`src/rtl/sha3_pad_stream.sv`:
```
// Streaming SHA3/SHAKE absorb padder: turns 64-bit message words into rate-aligned lanes
// carrying the domain suffix and pad10*1. Define SHA3_224_384_EN to enable modes 100/101.
module sha3_pad_stream #(
  parameter int unsigned MODE_W = 3,
  parameter int unsigned LANE_W = 64
) (
  input  logic              clk_i,
  input  logic              rst_ni,
  input  logic              start_i,
  input  logic [MODE_W-1:0] mode_i,
  input  logic              msg_valid_i,
  output logic              msg_ready_o,
  input  logic [LANE_W-1:0] msg_data_i,
  input  logic              msg_last_i,
  input  logic [3:0]        msg_keep_i,
  output logic              lane_valid_o,
  input  logic              lane_ready_i,
  output logic [LANE_W-1:0] lane_data_o,
  output logic [4:0]        lane_idx_o,
  output logic              block_last_o,
  output logic              msg_done_o,
  output logic [4:0]        rate_lanes_o,
  output logic              busy_o,
  output logic              err_o
);
  localparam int unsigned NBYTES = LANE_W / 8;
  localparam int unsigned IDX_W  = 5;

  if (LANE_W != 64) begin : g_lane_w_check
    $fatal(1, "sha3_pad_stream: LANE_W must be 64");
  end

  typedef enum logic [1:0] {S_IDLE, S_ABSORB, S_PAD, S_FINAL} state_e;

  state_e              state_q, state_d;
  logic [IDX_W-1:0]    rate_q, rate_d;
  logic [7:0]          dom_q, dom_d;
  logic                dpend_q, dpend_d;
  logic [IDX_W-1:0]    cnt_q, cnt_d;
  logic                lv_q, lv_d;
  logic [LANE_W-1:0]   ldata_q, ldata_d;
  logic [IDX_W-1:0]    lidx_q, lidx_d;
  logic                lblk_q, lblk_d;
  logic                ldone_q, ldone_d;
  logic                err_q, err_d;

  logic                mode_ok;
  logic [IDX_W-1:0]    mode_rate;
  logic [7:0]          mode_dom;
  logic                load_ok;
  logic                lane_hs;
  logic                at_end;
  logic [IDX_W-1:0]    cnt_inc;

  // Keep bytes 0..keep-1 of the final word, place the domain byte at byte keep.
  function automatic logic [LANE_W-1:0] place_tail(input logic [LANE_W-1:0] data,
                                                    input logic [3:0] keep,
                                                    input logic [7:0] dom);
    logic [LANE_W-1:0] r;
    r = '0;
    for (int b = 0; b < int'(NBYTES); b++) begin
      if (4'(b) < keep) r[8*b +: 8] = data[8*b +: 8];
      else if (4'(b) == keep) r[8*b +: 8] = dom;
    end
    return r;
  endfunction

  always_comb begin
    mode_ok   = 1'b0;
    mode_rate = '0;
    mode_dom  = 8'h06;
    case (mode_i)
      3'b000: begin mode_ok = 1'b1; mode_rate = 5'd17; end
      3'b001: begin mode_ok = 1'b1; mode_rate = 5'd9;  end
      3'b010: begin mode_ok = 1'b1; mode_rate = 5'd21; mode_dom = 8'h1F; end
      3'b011: begin mode_ok = 1'b1; mode_rate = 5'd17; mode_dom = 8'h1F; end
`ifdef SHA3_224_384_EN
      3'b100: begin mode_ok = 1'b1; mode_rate = 5'd18; end
      3'b101: begin mode_ok = 1'b1; mode_rate = 5'd13; end
`endif
      default: ;
    endcase
  end

  assign load_ok = !lv_q || lane_ready_i;
  assign lane_hs = lv_q && lane_ready_i;
  assign at_end  = (cnt_q == rate_q - 5'd1);
  assign cnt_inc = at_end ? '0 : cnt_q + 5'd1;

  always_comb begin
    state_d     = state_q;
    rate_d      = rate_q;
    dom_d       = dom_q;
    dpend_d     = dpend_q;
    cnt_d       = cnt_q;
    lv_d        = lane_hs ? 1'b0 : lv_q;
    ldata_d     = ldata_q;
    lidx_d      = lidx_q;
    lblk_d      = lblk_q;
    ldone_d     = ldone_q;
    err_d       = 1'b0;
    msg_ready_o = 1'b0;

    case (state_q)
      S_IDLE: begin
        if (start_i) begin
          if (mode_ok) begin
            rate_d  = mode_rate;
            dom_d   = mode_dom;
            cnt_d   = '0;
            dpend_d = 1'b0;
            state_d = S_ABSORB;
          end else begin
            err_d = 1'b1;
          end
        end
      end
      S_ABSORB: begin
        msg_ready_o = load_ok;
        if (msg_valid_i && load_ok) begin
          lv_d    = 1'b1;
          lidx_d  = cnt_q;
          lblk_d  = at_end;
          ldone_d = 1'b0;
          cnt_d   = cnt_inc;
          ldata_d = msg_data_i;
          if (msg_last_i) begin
            if (msg_keep_i >= 4'd8) begin
              dpend_d = 1'b1;
              state_d = S_PAD;
            end else begin
              ldata_d = place_tail(msg_data_i, msg_keep_i, dom_q);
              dpend_d = 1'b0;
              // Tail already ends the block: it becomes the final lane itself.
              if (at_end) begin
                ldata_d[LANE_W-1 -: 8] = ldata_d[LANE_W-1 -: 8] | 8'h80;
                ldone_d = 1'b1;
                state_d = S_FINAL;
              end else begin
                state_d = S_PAD;
              end
            end
          end
        end
      end
      S_PAD: begin
        if (load_ok) begin
          lv_d    = 1'b1;
          lidx_d  = cnt_q;
          lblk_d  = at_end;
          ldone_d = at_end;
          cnt_d   = cnt_inc;
          dpend_d = 1'b0;
          ldata_d = '0;
          if (dpend_q) ldata_d[7:0] = dom_q;
          if (at_end) begin
            ldata_d[LANE_W-1 -: 8] = ldata_d[LANE_W-1 -: 8] | 8'h80;
            state_d = S_FINAL;
          end
        end
      end
      S_FINAL: begin
        if (lane_hs && ldone_q) state_d = S_IDLE;
      end
      default: state_d = S_IDLE;
    endcase
  end

  always_ff @(posedge clk_i) begin
    if (!rst_ni) begin
      state_q <= S_IDLE;
      rate_q  <= '0;
      dom_q   <= '0;
      dpend_q <= 1'b0;
      cnt_q   <= '0;
      lv_q    <= 1'b0;
      ldata_q <= '0;
      lidx_q  <= '0;
      lblk_q  <= 1'b0;
      ldone_q <= 1'b0;
      err_q   <= 1'b0;
    end else begin
      state_q <= state_d;
      rate_q  <= rate_d;
      dom_q   <= dom_d;
      dpend_q <= dpend_d;
      cnt_q   <= cnt_d;
      lv_q    <= lv_d;
      ldata_q <= ldata_d;
      lidx_q  <= lidx_d;
      lblk_q  <= lblk_d;
      ldone_q <= ldone_d;
      err_q   <= err_d;
    end
  end

  assign lane_valid_o = lv_q;
  assign lane_data_o  = ldata_q;
  assign lane_idx_o   = lidx_q;
  assign block_last_o = lblk_q;
  assign msg_done_o   = ldone_q;
  assign rate_lanes_o = rate_q;
  assign busy_o       = (state_q != S_IDLE);
  assign err_o        = err_q;
endmodule

```
`config.mk`:
```
export PLATFORM = sky130hd
export DESIGN_NAME = sha3_pad_stream
export DESIGN_NICKNAME = d
export VERILOG_FILES = /design/src/rtl/sha3_pad_stream.sv
export SDC_FILE = /design/constraint.sdc
export NUM_CORES = 1
export LEC_CHECK = 0
export BUFFER_PORTS_ARGS = -buffer_cell sky130_fd_sc_hd__buf_4
export CORE_MARGIN = 1.5
export CORE_UTILIZATION = 52
export DETAILED_ROUTE_END_ITERATION = 8
export MAX_ROUTING_LAYER = met4
export PLACE_DENSITY_LB_ADDON = 0.25
export SYNTH_ARGS = -nofsm -noshare
export SYNTH_HDL_FRONTEND = slang
export SYNTH_SLANG_ARGS = --single-unit
```
`constraint.sdc`:
```
create_clock -name clk_i -period 3.7 [get_ports clk_i]
set_input_delay 0.37 -clock clk_i [delete_from_list [all_inputs] [get_ports clk_i]]
set_output_delay 0.37 -clock clk_i [all_outputs]
set_load 0.03 [all_outputs]
```
## Word-level counts from Yosys, hierarchy flattened

Cells that the tools add are included.

| storage, ports and cells | value |
|---|---|
| register bits | 94 |
| bits of input ports | 77 |
| output and inout port bits | 80 |

| operators by class | value |
|---|---|
| $add $sub $neg | 2 |
| order comparisons | 9 |
| equal/unequal tests | 21 |
| muxes and demuxes | 67 |
| reduce and logical (&&, ||, !) cells | 20 |

Operator list:

| cell | number |
|---|---|
| 64-bit two-way mux | 4 |
| 8-bit two-way mux | 19 |
| 64-bit one-hot mux with 2 select lines | 1 |
| 5-bit two-way mux | 8 |
| 5-bit one-hot mux with 3 select lines | 2 |
| 1-bit two-way mux | 20 |
| 3-bit by 4-bit == test with 1-bit output (first input constant) | 4 |
| 3-bit by 4-bit less-than comparator with 1-bit output (first input constant) | 4 |
| 2-bit two-way mux | 7 |
| 2-bit inequality test (second input constant) | 7 |
| 5-bit one-hot mux with 2 select lines | 1 |
| 3-bit AND reduction | 3 |
| 2-bit by 4-bit == test with 1-bit output (first input constant) | 2 |
| 1-bit by 4-bit less-than comparator with 1-bit output (first input constant) | 2 |
| 2-bit by 4-bit less-than comparator with 1-bit output (first input constant) | 2 |
| 2-bit one-hot mux with 4 select lines | 1 |
| 7-bit AND reduction | 1 |
| 3-bit by 2-bit == test with 1-bit output (second input constant) | 2 |
| 1-bit one-hot mux with 2 select lines | 3 |
| 6-bit AND reduction | 1 |
| 5-bit by 1-bit adder with 5-bit output (second input constant) | 1 |
| 5-bit == test | 1 |
| 5-bit AND reduction | 1 |
| 5-bit by 1-bit subtractor with 5-bit output (second input constant) | 1 |
| other kinds (16) | 21 |

## Longest topological paths before layout

| logic depth | value |
|---|---|
| depth in word-level cells | 8 |
| mapped depth | 10 |
| gate-level depth less buffers | 7 |

## Worst setup path before layout

No wires, ideal clock.

| timing path | value |
|---|---|
| path kind | register to register |
| start point | register rate_q[0] (netlist: rate_lanes_o[0]) |
| end point | register ldone_q (netlist: msg_done_o) |
| library setup time | 87 ps |
| data arrival time | 2098 ps |
| required time | 3613 ps |
| slack | 1515 ps |
| stages on the path, launching flop included | 8 |
| buffers on the path | 0 |
| clock period less this slack | 2185 ps |
| cells stage by stage | dfxtp_1 > inv_1 > ha_1 > xnor2_1 > nor3_1 > nand3_1 > or2_2 > o31ai_1 |

| on the way | value |
|---|---|
| cells in the longest elaborated chain, start to end | 7 |

Ends and longest elaborated chain:

| element | RTL line | RTL |
|---|---|---|
| start, declared | 36 | `logic [IDX_W-1:0] rate_q, rate_d;` |
| start signal, assigned | 184 | `rate_q <= rate_d;` |
| 5-bit by 1-bit subtractor with 5-bit output (*) | 87 | `assign at_end = (cnt_q == rate_q - 5'd1);` |
| 5-bit == test (*) | 87 |  |
| 1-bit two-way mux | 135 | `if (at_end) begin` |
| 1-bit two-way mux | 128 | `if (msg_keep_i >= 4'd8) begin` |
| 1-bit two-way mux | 127 | `if (msg_last_i) begin` |
| 1-bit two-way mux | 120 | `if (msg_valid_i && load_ok) begin` |
| 1-bit one-hot mux with 2 select lines (*) | 104 | `case (state_q)` |
| end signal, assigned | 192 | `ldone_q <= ldone_d;` |
| end, declared | 44 | `logic ldone_q, ldone_d;` |

Every way passes the cells marked *; elsewhere a longest branch is shown, timed or not. The select of a mux whose other input is x is not followed.
A chain may end at the register's enable or synchronous reset.

## Final worst setup path

| timing path | value |
|---|---|
| start point | register state_q[1] |
| end point | register ldata_q[35] (netlist: lane_data_o[35]) |

| on the way | value |
|---|---|
| cells in the longest elaborated chain, start to end | 3 |

Ends and longest elaborated chain:

| element | RTL line | RTL |
|---|---|---|
| start, declared | 35 | `state_e state_q, state_d;` |
| start signal, assigned | 183 | `state_q <= state_d;` |
| 2-bit by 1-bit == test with 1-bit output or 2-bit == test (tied branches) | 104 |  |
| 2-bit inequality test (no source line) or 2-bit nonzero test (tied branches) | -- |  |
| 3-bit AND reduction (no source line) | -- |  |
| end signal, assigned | 189 | `ldata_q <= ldata_d;` |
| end, declared | 41 | `logic [LANE_W-1:0] ldata_q, ldata_d;` |

Several ways; a longest one is shown, not always the timed one.

==> results.toml <==
[placed_design]
dpl-instance-area_um2 = 5130
dp_slack_ns = 1.09
portBuffers = 155
gp_congestion = 0.890
dp_hpwl_um = 8290

[critical_path]
r2r-end = "lane_data_o[35]"
crit_required_ns = 3.99
crit_type = "flop to flop"
r2r_cells = 7
setup.worst_path.end_class = "flop"
crit_start = "state_q[1]"
critical_path_arrival_ns = 2.91
path_max_fanout = 42
r2r_slack_ns = 1.08
cp-start-kind = "flop"
timing.rr.start = "state_q[1]"

[floorplan]
io_pins = 157
die_x_um = 90.3
start_util = 0.541
die_h_um = 90.3
core-area_um2 = 7330
rows = 31
dieArea_um2 = 8160

[sta]
period_share = 0.709
maxSlewViolCount = 0
setup_slack_ns = 1.08
hold_violations = 0
min_period_ns = 2.62
rsz0062_at_grt = "no"
clock_skew_ns = 0.00659
finalSetupTns_ns = 0
worst_pin_slew_ns = 0.839
setup_viol = 0
fmax_ghz = 0.381
timing.slew.headroom = 0.441

[logic_synthesis]
synthXorXnorAreaFrac = 0.0110
synth-simple-area-share = 0.226
synth_most_common_cell = "dfxtp_1"
yosysSeqAreaShare = 0.439
syn_area_um2 = 3960
synth-compound-area-share = 0.243
synth_edf_count = 0
synth_top_family_by_area = "compound AO/OA/AOI/OAI gates"
postSynthAreaPerCell_um2 = 8.11
async_flop_share = 0
yosys_most_used_dff = "dfxtp_1"
synthMuxAreaShare = 0.0142
synth_commonest_cells = "87 x dfxtp_1, 61 x nand2_1, 52 x nor2_1, 51 x a21oi_1, 33 x clkbuf_1"
synth_top_area_cell = "dfxtp_1"
syn_nets = 573
synth_cell_type_count = 48
synth_top_area_share = 0.439
synth-seq-cells = 87
yosys_warnings = 0
synthAdderAreaFrac = 0.0221
synthTopCellsByArea = "dfxtp_1 44%, a21oi_1 6.4%, nand2_1 5.8%"
syn_inst = 489

[route]
vias = 4094
drcViolationCount = 0
viasPerCell = 5.65
wl_um = 11300
first_iter_violations = 281
first_pass_iters = 5
ant_nets = 0
wl_per_cell_um = 15.5

[clock_tree]
clkTransAtPathRegs_ns = 0.09
cts_buffers = 9
h-tree-depth = 3
post_cts_buffers = 0
clk_latency_ns = 0.35
postCtsHoldBufs = 0
clk_path_buf_depth = 2
post_cts_resized = 0
cts_tree = "done"
cts-root-buf = "clkbuf_8"
cts_sinks = 87

[global_route]
track_usage = 0.282
grt_pass1_vias = 3884
grt_max_degree = 46
antenna_found_initial = 0
grt_first_pass_wirelength_um = 18200
grt_overflow = 0

[hold_path]
min_to = "lane_data_o[21]"
holdPathStages = 3
hold_class = "input port to flop"
min-delay-start = "msg_data_i[21]"

[flow_run]
maxCapViolCount = 0

[final_layout]
drive_gt1_frac = 0.294
antenna_cells = 0
fillers = 605
fin_area_um2 = 5340
area_growth_syn_to_layout_pct = 34.7
finalNetCount = 705

[power]
power.leakage_nw = 2.27
p_per_area_nw_per_um2 = 549
vdd_drop_max_v = 0.000326

[outcome]
status = "finished, final reports clean"
## registers in the layout, summed over array words and instances (netlist names)
signal	cells
lane_data_o	64
cnt_q	5
lane_idx_o	5
rate_lanes_o	4
dom_q	2
state_q	2
block_last_o	1
dpend_q	1
err_o	1
lane_valid_o	1
msg_done_o	1
## layout by cell type, fill, tap and decap left out, types with 3 or more instances in the layout
master,Yosys,layout
ha_1,7,7
clkbuf_8,0,10
nor3_1,9,9
inv_1,8,7
o21ai_0,31,31
a22oi_1,25,25
dfxtp_1,87,87
nand2_1,61,60
a221oi_1,3,3
a32oi_1,10,10
nand3b_1,3,3
and2_1,19,19
or2_2,3,3
nand3_1,15,15
nand2b_1,4,4
mux2_4,3,3
o21a_1,3,3
buf_4,1,158
a21oi_1,51,51
nor2_1,52,52
nand4_1,6,6
o211ai_1,6,6
xnor2_1,3,3
nor4b_1,3,3
nor2b_1,3,3
a22o_1,10,10
## layer usage
layer / vias up / GRT usage / part of all wire
met4: 0 / 0.111 / 0.021
met3: 19 / 0.0463 / 0.060
li1: 1999 / - / -
met2: 154 / 0.471 / 0.50
met1: 1922 / 0.339 / 0.42
met5: - / - / 0
## power by group
part / switching, W / internal, W / total (W) / leakage, nW
clock: 0.000343 / 0.000334 / 0.000677 / 0.103
sequential: 0.0000873 / 0.00106 / 0.00114 / 0.705
combinational: 0.000713 / 0.000397 / 0.00111 / 1.46
total: 0.00114 / 0.00179 / 0.00293 / 2.27
## critical path: stages (launching register included)
cell	delay (ns)
dfxtp_1	0.38
inv_1	0.11
ha_1	0.29
mux2_2	0.39
nand2_2	0.61
buf_4	0.46
a22oi_1	0.15
a21oi_1	0.18
## through the flow
stage / total power [W] / utilization / hold WS [ns] / cells
after floorplan: 0.00188 / - / 0.454 / 489
after global placement: 0.00224 / 0.700 / 0.443 / 709
after detailed placement: 0.00227 / 0.700 / 0.452 / 709
after CTS: 0.00293 / 0.728 / 0.243 / 725
after global routing: 0.00308 / 0.728 / 0.250 / 725
final: 0.00293 / 0.728 / 0.250 / 725
## cell type report
cell class,instances,area [µm²],area share
sequential,87,1740,0.326
clock inverter,6,68.8,0.0129
tap,99,124,0.0232
inverter,8,30.0,0.00562
clock buffer,10,138,0.0258
multi-input combinational,357,2050,0.384
timing repair buffer,158,1190,0.222
## worst max-delay path by stage
stage / cells past startpoint / endpoint
2_1_floorplan: 7 / msg_done_o
3_3_place_gp: 6 / lane_data_o[3]
3_5_place_dp: 6 / lane_data_o[0]
4_1_cts: 7 / lane_data_o[35]
5_1_grt: 8 / lane_data_o[57]
6_report: 7 / lane_data_o[35]
## logic make-up (layout without fill, tap and decap cells)
logic type | count (synthesis) | count (layout)
multiplexers | 4 | 4
other | 1 | 1
flip-flops | 87 | 87
XOR/XNOR | 5 | 5
AND/OR/NAND/NOR | 189 | 189
AO/OA/AOI/OAI | 151 | 151
adder cells (fa/ha/maj) | 7 | 7
buffers and inverters | 45 | 182
(Power assumes the default switching activity.)
